File: config.mk
export PLATFORM = sky130hd
export DESIGN_NAME = uart_transmitter
export DESIGN_NICKNAME = d
export VERILOG_FILES = /design/src/rtl/uart_transmitter_pkg.sv /design/src/rtl/uart_transmitter.sv
export SDC_FILE = /design/constraint.sdc
export NUM_CORES = 1
export LEC_CHECK = 0
export ABC_CLOCK_PERIOD_IN_PS = 2200
export CORE_MARGIN = 3
export CORE_UTILIZATION = 40
export CTS_CLUSTER_DIAMETER = 30
export CTS_CLUSTER_SIZE = 16
export DETAILED_ROUTE_END_ITERATION = 8
export GPL_TIMING_DRIVEN = 1
export PLACE_DENSITY_LB_ADDON = 0.2
export SKIP_LAST_GASP = 1
export SYNTH_ARGS = -nofsm -noshare
export SYNTH_HDL_FRONTEND = slang
export SYNTH_SLANG_ARGS = --single-unit
File: constraint.sdc
create_clock -name clk_50MHz -period 2.2 [get_ports clk_50MHz]
set_input_delay 0.33 -clock clk_50MHz [delete_from_list [all_inputs] [get_ports clk_50MHz]]
set_output_delay 0.33 -clock clk_50MHz [all_outputs]
set_load 0.01 [all_outputs]
File: src/rtl/uart_transmitter_pkg.sv
// Shared UART definitions: FSM state encoding, oversampling ratio and default frame shape.
package uart_transmitter_pkg;

    typedef enum logic [1:0] {
        ST_IDLE  = 2'd0,
        ST_START = 2'd1,
        ST_DATA  = 2'd2,
        ST_STOP  = 2'd3
    } uart_state_t;

    localparam int OVERSAMPLE        = 16;
    localparam int DEF_DATA_BITS     = 8;
    localparam int DEF_STOP_BIT_TICK = 16;

endpackage

File: src/rtl/uart_transmitter.sv
// UART transmitter: frames one byte MSB first (start, DATA_BITS data, stop) on a 16x sample_tick.
// tx is registered from the next-state value, so each level change lands 1 clk after its tick.
module uart_transmitter
    import uart_transmitter_pkg::*;
#(
    parameter int DATA_BITS     = DEF_DATA_BITS,
    parameter int STOP_BIT_TICK = DEF_STOP_BIT_TICK
) (
    input  logic                 clk_50MHz,
    input  logic                 reset,
    input  logic                 sample_tick,
    input  logic                 tx_start,
    input  logic [DATA_BITS-1:0] data_in,
    output logic                 tx,
    output logic                 tx_busy,
    output logic                 tx_done
);

    localparam int              BW        = (DATA_BITS > 1) ? $clog2(DATA_BITS) : 1;
    localparam logic [4:0]      LAST_OS   = 5'(OVERSAMPLE - 1);
    localparam logic [4:0]      LAST_STOP = 5'(STOP_BIT_TICK - 1);
    localparam logic [BW-1:0]   LAST_BIT  = BW'(DATA_BITS - 1);

    uart_state_t          state;
    logic [4:0]           tick_cnt;
    logic [BW-1:0]        bit_cnt;
    logic [DATA_BITS-1:0] shreg;

    always_ff @(posedge clk_50MHz or negedge reset) begin
        if (!reset) begin
            state    <= ST_IDLE;
            tick_cnt <= '0;
            bit_cnt  <= '0;
            shreg    <= '0;
            tx       <= 1'b1;
            tx_busy  <= 1'b0;
            tx_done  <= 1'b0;
        end else begin
            tx_done <= 1'b0;
            case (state)
                ST_IDLE: begin
                    if (tx_start) begin
                        shreg    <= data_in;
                        tick_cnt <= '0;
                        state    <= ST_START;
                        tx       <= 1'b0;
                        tx_busy  <= 1'b1;
                    end
                end
                ST_START: begin
                    if (sample_tick) begin
                        if (tick_cnt == LAST_OS) begin
                            tick_cnt <= '0;
                            bit_cnt  <= '0;
                            state    <= ST_DATA;
                            tx       <= shreg[DATA_BITS-1];
                        end else begin
                            tick_cnt <= tick_cnt + 5'd1;
                        end
                    end
                end
                ST_DATA: begin
                    if (sample_tick) begin
                        if (tick_cnt == LAST_OS) begin
                            tick_cnt <= '0;
                            shreg    <= {shreg[DATA_BITS-2:0], 1'b0};
                            // Last bit holds the counter rather than letting it overflow.
                            if (bit_cnt == LAST_BIT) begin
                                state <= ST_STOP;
                                tx    <= 1'b1;
                            end else begin
                                bit_cnt <= bit_cnt + BW'(1);
                                tx      <= shreg[DATA_BITS-2];
                            end
                        end else begin
                            tick_cnt <= tick_cnt + 5'd1;
                        end
                    end
                end
                ST_STOP: begin
                    if (sample_tick) begin
                        if (tick_cnt == LAST_STOP) begin
                            tick_cnt <= '0;
                            state    <= ST_IDLE;
                            tx       <= 1'b1;
                            tx_busy  <= 1'b0;
                            tx_done  <= 1'b1;
                        end else begin
                            tick_cnt <= tick_cnt + 5'd1;
                        end
                    end
                end
                default: begin
                    state <= ST_IDLE;
                    tx    <= 1'b1;
                end
            endcase
        end
    end

endmodule

==> impl_metrics.toml, run 1 <==
[clocking]
numCtsBuffers = 3
max-clock-path-buffers = 2
post_cts_resized = 0
cts_setup_buffers = 0
cts-root-buf = "clkbuf_4"
clkTransAtPathRegs_ps = 120
cts_sinks = 21
worstSkewPairLatency_ps = 300
cts_tree = "built"
hold_buffers = 0
cts.htree.levels = 1

[cells_and_area]
design_area_um2 = 1320
fillers = 250
regArea_um2 = 527
final_nets = 149
drive_gt1_share_pct = 10.9
synthToLayoutAreaGrowth_pct = 17.1
multi_input_area_um2 = 554
antenna_cells = 0
instances_no_fill = 159

[yosys]
synth_seq_area_share_pct = 46.7
synth_ff_type = "dfrtp_1"
synth_cell_types = 33
yosys.area.top_type = "dfrtp_1"
synth.area.top_cells = "dfrtp_1, ha_1, o22ai_1"
synth_area_um2 = 1130
synthArstFlopShare_pct = 100
synth-edff-count = 0
synth_top_cell_area_share_pct = 44.4
netlist_instances = 113
yosysWarnings = 0
synthesis.nets = 132
ys_seq_elements = 21
avgSynthCellArea_um2 = 9.98

[route]
routed_wl_mm = 2.34
drcViolationCount = 0
viasPerCell = 5.81
wire_per_inst_um = 14.7
dr.pass1.iters = 4
ant_nets = 0
vias = 923
drtIter0Drc = 39

[critical_path]
critPathSlowestCell = "dfrtp_1"
crit_path_max_incr_delay_ps = 420
crit_chain = "inv_1 > ha_1 > nor3_1 > a21oi_2 > nor3_2 > mux2_1"
criticalPathCategory = "flop to flop"
reg2reg_from = "state[0]"
arrival_ps = 2000
worstSetupEndpointType = "flop"
critPathLaunch = "state[0]"
cp.required_ps = 2400
startpoint_type = "flop"
crit_fanout = 5

[die]
die_area_um2 = 3490
die_w_um = 59.1
die_h_um = 59.1
io_pins = 15
rows = 18
start_util_pct = 43.9
core_um2 = 2570

[place]
dp.cells = 155
dp_hpwl_mm = 1.74
post-place-ws_ps = 400
place.gp.congestion = 0.746
io_buffers = 14
placed_area_um2 = 1290

[power]
internal_power_mw = 0.958
share_seq_of_total_power_pct = 39.9
finalPower_mw = 1.61
power_frac_comb_pct = 48.4
leakagePower_nw = 0.546
clock_power_share_pct = 11.7
switching_share_pct = 40.5
worst_ir_drop_vdd_v = 0.000624
power_switching_mw = 0.653
powerDensity_nw_per_um2 = 1220

[global_routing]
grt_pass1_wl_mm = 4.06
grt_use_total_pct = 14.9
grt_overflow = 0
grt_start_max_net_pins = 13
antenna_found_initial = 0
grt_pass1_vias = 957

[timing]
fmax_mhz = 555
fin_crit_sh_pct = 81.8
hold_violations = 0
setup_slack_ps = 399
tightest_slew_ps = 500
tns_ps = 0
rsz0062_at_grt = "no"
slew_headroom_pct = 66.6
period_needed_ps = 1800
fin_skew_ps = 0.669
finalSetupViolCount = 0
final_max_slew_viol_count = 0

[outcome]
status = "finished, final reports clean"

[flow_run]
max-cap-violations = 0

[worst_hold_path]
hp-class = "primary input to asynchronous set/reset pin"
[state kept, by name, indices dropped and copies added (netlist names)]
register	flops
tick_cnt	5
bit_cnt	3
tx_busy	1
tx_done	1
shreg	8
tx	1
state	2
[worst max-delay path: cells and delay by family (launching register included)]
kind | cells | cell delay (ps)
simple gates | 2 | 490
flops | 1 | 420
mux | 1 | 340
fa+ha+maj | 1 | 270
compound gates | 1 | 90
buf+inv | 1 | 80
[Yosys cell counts (2+ instances only)]
library cell	number
nor2_1	2
o21ai_0	12
inv_1	5
nor2b_1	2
nand3_1	10
ha_1	7
a21oi_1	10
o22ai_1	14
nand2_1	8
dfrtp_1	20
[final timing paths]
check,to,cells past startpoint,slack [ps]
setup / recovery,state[1],6,400
hold / removal,bit_cnt[2],1,340
setup reg to reg,state[1],6,400
hold reg to reg,tx,2,500
max in group asynchronous,tick_cnt[0],2,1320
min in group clk_50MHz,tx,2,500
[kinds of logic after synthesis]
| family | count (synthesis) | share of synthesized area [%] |
|---|---|---|
| DFF | 21 | 46.7 |
| buffers and inverters | 9 | 4.11 |
| and+or+nand+nor | 30 | 15.2 |
| adders and majority gates | 7 | 7.77 |
| AOI/OAI and AO/OA | 42 | 22.2 |
| muxes | 3 | 3.22 |
| xor gates and xnor gates | 1 | 0.777 |
[power groups by stage]
| stage | Combinational, mW | Sequential (mW) | Clock, mW |
|---|---|---|---|
| 2_1_floorplan | 0.627 | 0.624 | 0 |
| 3_3_place_gp | 0.758 | 0.646 | 0 |
| 3_5_place_dp | 0.783 | 0.651 | 0 |
| 4_1_cts | 0.787 | 0.641 | 0.199 |
| 5_1_grt | 0.904 | 0.659 | 0.209 |
| 6_report | 0.780 | 0.642 | 0.188 |
[final cells by class]
class,instances,share of cell area (%)
multi-input combinational,83,42.0
clock inverter,1,0.379
clock buffer,3,1.71
inverter,5,1.42
tap,30,2.84
timing repair buffer,16,11.8
sequential,21,39.9
[metrics by stage]
| stage | hold slack, ps | util [%] |
|---|---|---|
| after floorplan | 34.4 | - |
| after global placement | 484 | 50.3 |
| after detailed placement | 494 | 50.3 |
| after CTS | 363 | 51.4 |
| after global routing | 352 | 51.4 |
| final | 343 | 51.4 |
[cells in the final DEF (no fill, tap or decap), drive strengths merged, types with 3 or more instances in the layout]
| cell | synthesis | final |
|---|---|---|
| dfrtp | 20 | 20 |
| o22ai | 14 | 14 |
| clkdlybuf4s50 | 0 | 14 |
| o21ai | 13 | 13 |
| a21oi | 11 | 11 |
| nand3 | 11 | 11 |
| nand2 | 9 | 9 |
| ha | 7 | 7 |
| inv | 5 | 5 |
| clkbuf | 1 | 3 |
[routing by layer]
| metal | up-vias | track usage [%] | wire [um] |
|---|---|---|---|
| li1 | 454 | - | - |
| met1 | 442 | 19.5 | 1100 |
| met2 | 25 | 24.6 | 1090 |
| met5 | - | 0 | 0 |
| met4 | 0 | 3.56 | 13 |
| met3 | 2 | 3.92 | 138 |
(Power assumes the default switching activity.)
==> run 2, diff against run 1 <==
--- a/config.mk
+++ b/config.mk
@@ -5,7 +5,7 @@
 export SDC_FILE = /design/constraint.sdc
 export NUM_CORES = 1
 export LEC_CHECK = 0
-export ABC_CLOCK_PERIOD_IN_PS = 2200
+export ABC_CLOCK_PERIOD_IN_PS = 1500
 export CORE_MARGIN = 3
 export CORE_UTILIZATION = 40
 export CTS_CLUSTER_DIAMETER = 30
==> constraint.sdc (replaced) <==
create_clock -name clk_50MHz -period 1.5 [get_ports clk_50MHz]
set_input_delay 0.225 -clock clk_50MHz [delete_from_list [all_inputs] [get_ports clk_50MHz]]
set_output_delay 0.225 -clock clk_50MHz [all_outputs]
set_load 0.01 [all_outputs]
==> run 2 against run 1 <==
Net effect:
- the flow now finishes with violations (negative setup slack)
- clock skew up 3.9 ps
- register-to-register slack worse by 530 ps
- combinational power up 110%
- global-route usage up 2.1 points
- worst setup slack worse by 530 ps
- clock power up 48%
- sequential power up 45%
- total power up 76%
- maximum frequency up 11%
- non-clock buffer count up 25
- via count up 11%
==> impl_metrics.toml, run 2 (synthesized netlist as in run 1, its figures left out) <==
[outcome]
status = "finished, violations left"
violations = "negative setup slack"

[place]
dp.cells = 178
io_buffers = 14
placed_area_um2 = 1490
post-place-ws_ps = -95.6
dp_hpwl_mm = 1.99
place.gp.congestion = 0.765

[power]
worst_ir_drop_vdd_v = 0.00119
finalPower_mw = 2.84
powerDensity_nw_per_um2 = 1820
leakagePower_nw = 0.666

[global_routing]
grt_pass1_wl_mm = 4.55
grt_use_total_pct = 17.0
grt_overflow = 0
antenna_found_initial = 0
grt_start_max_net_pins = 22
grt_pass1_vias = 1020

[cells_and_area]
synthToLayoutAreaGrowth_pct = 38.0
antenna_cells = 0
largest_reg_flops = 8
final_nets = 174
drive_gt1_share_pct = 31.2
instances_no_fill = 184
regArea_um2 = 527
postLayoutCoreUtil_pct = 60.6
multi_input_area_um2 = 592
fillers = 228
final_cell_mix = "buf_4, dfrtp_1, o22ai_1"
largestRegisters = "shreg (8), tick_cnt (5), bit_cnt (3)"
layout_commonest_cell = "buf_4"
design_area_um2 = 1560
regMostFlops = "shreg"

[timing]
rsz0062_at_grt = "yes"
tns_ps = -646
holdWs_ps = 252
fmax_mhz = 615
fin_skew_ps = 4.56
setup_slack_ps = -126
fin_crit_sh_pct = 108
period_needed_ps = 1630
hold_violations = 0
tightest_slew_ps = 278
slew_headroom_pct = 81.4
final_max_slew_viol_count = 0
finalSetupViolCount = 9

[worst_hold_path]
hp-class = "primary input to asynchronous set/reset pin"

[route]
vias = 1025
viasPerCell = 5.57
dr.pass1.iters = 4
drcViolationCount = 0
wire_per_inst_um = 14.3
drtIter0Drc = 39
ant_nets = 0
routed_wl_mm = 2.63

[flow_run]
max-cap-violations = 0

[clocking]
max-clock-path-buffers = 2
cts.htree.levels = 1
cts_tree = "built"
cts-root-buf = "clkbuf_4"
cts_sinks = 21
worstSkewPairLatency_ps = 300
clkTransAtPathRegs_ps = 120
numCtsBuffers = 3

[critical_path]
criticalPathCategory = "flop to flop"
crit_chain = "inv_2 > ha_2 > nor3_4 > a21oi_2 > nor3_2 > mux2_1"
cp.required_ps = 1690
crit_path_max_incr_delay_ps = 440
startpoint_type = "flop"
crit_fanout = 6
worstSetupEndpointType = "flop"
reg2reg_setup_slack_ps = -130
critPathSlowestCell = "dfrtp_1"
arrival_ps = 1820

[die]
die_h_um = 59.1
rows = 18
die_area_um2 = 3490
die_w_um = 59.1
start_util_pct = 43.9
core_um2 = 2570
io_pins = 15
-- run 2: worst max-delay path: cells and delay by family (launching register included) --
kind	cells	cell delay, ps
and+or+nand+nor	2	370
DFF	1	440
buffers and inverters	1	60
adders and majority gates	1	250
AOI/OAI and AO/OA	1	60
muxes	1	340
-- run 2: per-layer routing --
metal	vias to the layer above	routed length (um)	track usage (%)
met2	16	1260	28.2
met1	499	1260	22.6
li1	508	-	-
met3	2	93	3.27
met4	0	18	4.85
met5	-	0	0
-- run 2: final timing paths --
path	to	cells past startpoint	from
setup / recovery	state[1]	6	state[0]
min in group clk_50MHz	tx	2	tx
hold / removal	shreg[6]	2	reset
setup reg to reg	state[1]	6	state[0]
max in group asynchronous	tx	2	reset
hold reg to reg	tx	2	tx
-- run 2: area by class of cell --
type,instances,share of cell area [%]
clock buffer,4,1.69
inverter,5,1.21
multi-input combinational,83,38.1
sequential,21,33.9
tap,30,2.41
timing repair buffer,41,22.8
-- run 2: power by group --
group,leakage (nW),internal [mW],switching [mW]
Combinational,0.409,0.858,0.765
Sequential,0.241,0.777,0.157
Clock,0.0150,0.103,0.174
Total,0.666,1.74,1.10
-- run 2: repair_timing --
action                     in CTS  in global routing
resized for setup               4                  9
hold buffers                    0                  0
setup endpoints to repair      12                 19
pin swaps                       1                  3
setup buffers                   1                  1
==> run 3, diff against run 2 <==
--- a/config.mk
+++ b/config.mk
@@ -7,7 +7,7 @@
 export LEC_CHECK = 0
 export ABC_CLOCK_PERIOD_IN_PS = 1500
 export CORE_MARGIN = 3
-export CORE_UTILIZATION = 40
+export CORE_UTILIZATION = 48
 export CTS_CLUSTER_DIAMETER = 30
 export CTS_CLUSTER_SIZE = 16
 export DETAILED_ROUTE_END_ITERATION = 8
==> run 3 against run 2 <==
Net effect:
- the run still ends with negative setup slack left
- first-iteration DRC count up 46%
- clock skew increased by 1.7 ps
- utilization is 13 points higher
- global-route usage is 4.7 points higher
- design area is 1.0% lower
- wire length increased by 5.6%
- final cell count fell by 1.1%
- maximum frequency increased by 1.7%
- via count increased by 2.7%
- clock power up 5%
- combinational power is essentially flat
- critical endpoint unchanged
- largest power group unchanged
==> impl_metrics.toml, run 3 (synthesized netlist as in run 1, its figures left out) <==
[outcome]
status = "finished, violations left"
violations = "negative setup slack"

[die]
die_w_um = 54.5
io_pins = 15
core_um2 = 2080
start_util_pct = 54.1
die_h_um = 54.5
die_area_um2 = 2970
rows = 16

[critical_path]
reg2reg_from = "state[1]"
worst_r2r_path_depth = 6
critPathSlowestCell = "dfrtp_1"
cp.required_ps = 1710
reg2reg_setup_slack_ps = -100
worstSetupEndpointType = "flop"
criticalPathCategory = "flop to flop"
cp_top_family = "flip-flops"
rr_endpoint = "state[1]"
crit_path_max_incr_delay_ps = 440
cp_num_buf_inv = 1
startpoint_type = "flop"
worst_path_most_repeated_cell = "nor3_2"
crit_chain = "buf_4 > ha_1 > nor3_2 > a21oi_2 > nor3_2 > mux2_1"
crit_fanout = 4
arrival_ps = 1810

[clocking]
cts_tree = "built"
max-clock-path-buffers = 2
cts-root-buf = "clkbuf_4"
clkTransAtPathRegs_ps = 130
numCtsBuffers = 3
cts_sinks = 21
cts.htree.levels = 1
worstSkewPairLatency_ps = 320

[global_routing]
grt_use_total_pct = 21.7
grt_overflow = 0
grt_pass1_vias = 1076
grt_start_max_net_pins = 22
grt_pass1_wl_mm = 4.63
antenna_found_initial = 0

[cells_and_area]
synthToLayoutAreaGrowth_pct = 36.5
largest_reg_flops = 8
regMostFlops = "shreg"
final_cell_mix = "buf_4, dfrtp_1, o22ai_1"
antenna_cells = 0
instances_no_fill = 182
final_nets = 175
fillers = 139
largestRegisters = "shreg (8), tick_cnt (5), bit_cnt (3)"
drive_gt1_share_pct = 31.0
layout_commonest_cell = "buf_4"

[timing]
tightest_slew_ps = 268
slew_headroom_pct = 82.1
rsz0062_at_grt = "yes"
final_max_slew_viol_count = 0
setup_slack_ps = -98.9
fin_crit_sh_pct = 107
tns_ps = -638
period_needed_ps = 1600
hold_violations = 0
fin_skew_ps = 6.24
fmax_mhz = 625
finalSetupViolCount = 11

[power]
clock_power_share_pct = 10.3
internal_power_mw = 1.70
power_switching_mw = 1.12
powerDensity_nw_per_um2 = 1840
switching_share_pct = 39.8
power_frac_comb_pct = 56.5
leakagePower_nw = 0.677
worst_ir_drop_vdd_v = 0.000996
share_seq_of_total_power_pct = 33.2

[route]
drtIter0Drc = 57
drcViolationCount = 0
dr.pass1.iters = 4
vias = 1053
viasPerCell = 5.79
wire_per_inst_um = 15.3
ant_nets = 0
routed_wl_mm = 2.78

[place]
place.gp.congestion = 0.862
dp.cells = 174
post-place-ws_ps = -82.2
io_buffers = 14
dp_hpwl_mm = 2.07

[worst_hold_path]
hp-class = "primary input to asynchronous set/reset pin"

[flow_run]
max-cap-violations = 0
==> run 3: changes by cell type in the layout (fill, tap and decap cells not counted) <==
cell	before	now
inv_2	2	1
nor3_4	1	0
nor2b_2	0	1
ha_1	2	4
buf_12	1	0
nor2b_1	2	1
clkinv_2	0	1
nor3_2	1	2
inv_1	3	4
buf_4	26	28
ha_2	5	3
clkbuf_1	1	0
==> run 3: what timing repair did <==
item | CTS | global route
endpoints found under the setup margin | 11 | 19
setup buffers | 1 | 3
cloned | 0 | 0
pin swaps | 1 | 0
gates resized for setup | 1 | 9
hold buffers | 0 | 0
==> run 3: final cells by class <==
cell class / instances / area (um2) / area share, %
tap: 27 / 33.8 / 2.20
sequential: 21 / 527 / 34.2
inverter: 5 / 18.8 / 1.22
timing repair buffer: 42 / 349 / 22.7
clock buffer: 3 / 22.5 / 1.46
clock inverter: 1 / 5.00 / 0.325
multi-input combinational: 83 / 583 / 37.9
==> run 3: routing by layer <==
metal | track usage, % | wire [um] | up-vias
li1 | - | - | 509
met1 | 27.6 | 1280 | 499
met2 | 36.5 | 1330 | 38
met3 | 3.27 | 123 | 7
met4 | 9.13 | 43 | 0
met5 | 0 | 0 | -
==> run 3: metrics by stage <==
step                hold WS (ps)  util (%)  power, mW  area [um2]
finish                       234      73.9       2.82        1540
global route                 257      73.9       3.05        1540
CTS                          257      72.1       2.73        1500
detailed placement           477      70.4       2.43        1470
global placement             465      70.4       2.32        1470
floorplan                  -70.6         -       1.87        1150
==> run 3: power groups by stage <==
stage | clock (mW) | combinational, mW | sequential [mW]
after floorplan | 0 | 0.955 | 0.919
after global placement | 0 | 1.40 | 0.927
after detailed placement | 0 | 1.48 | 0.946
after CTS | 0.287 | 1.51 | 0.934
after global routing | 0.312 | 1.77 | 0.960
final | 0.291 | 1.60 | 0.937
==> run 3: worst max-delay path by stage <==
stage          slack, ps  endpoint   startpoint  cells after the start
2_1_floorplan        -30  shreg[0]     state[1]                      6
3_3_place_gp         -30  shreg[7]  sample_tick                      5
3_5_place_dp         -80  state[1]  sample_tick                      4
4_1_cts              -90  shreg[1]     state[1]                      6
5_1_grt             -180  shreg[6]     state[1]                      6
6_report            -100  state[1]     state[1]                      6
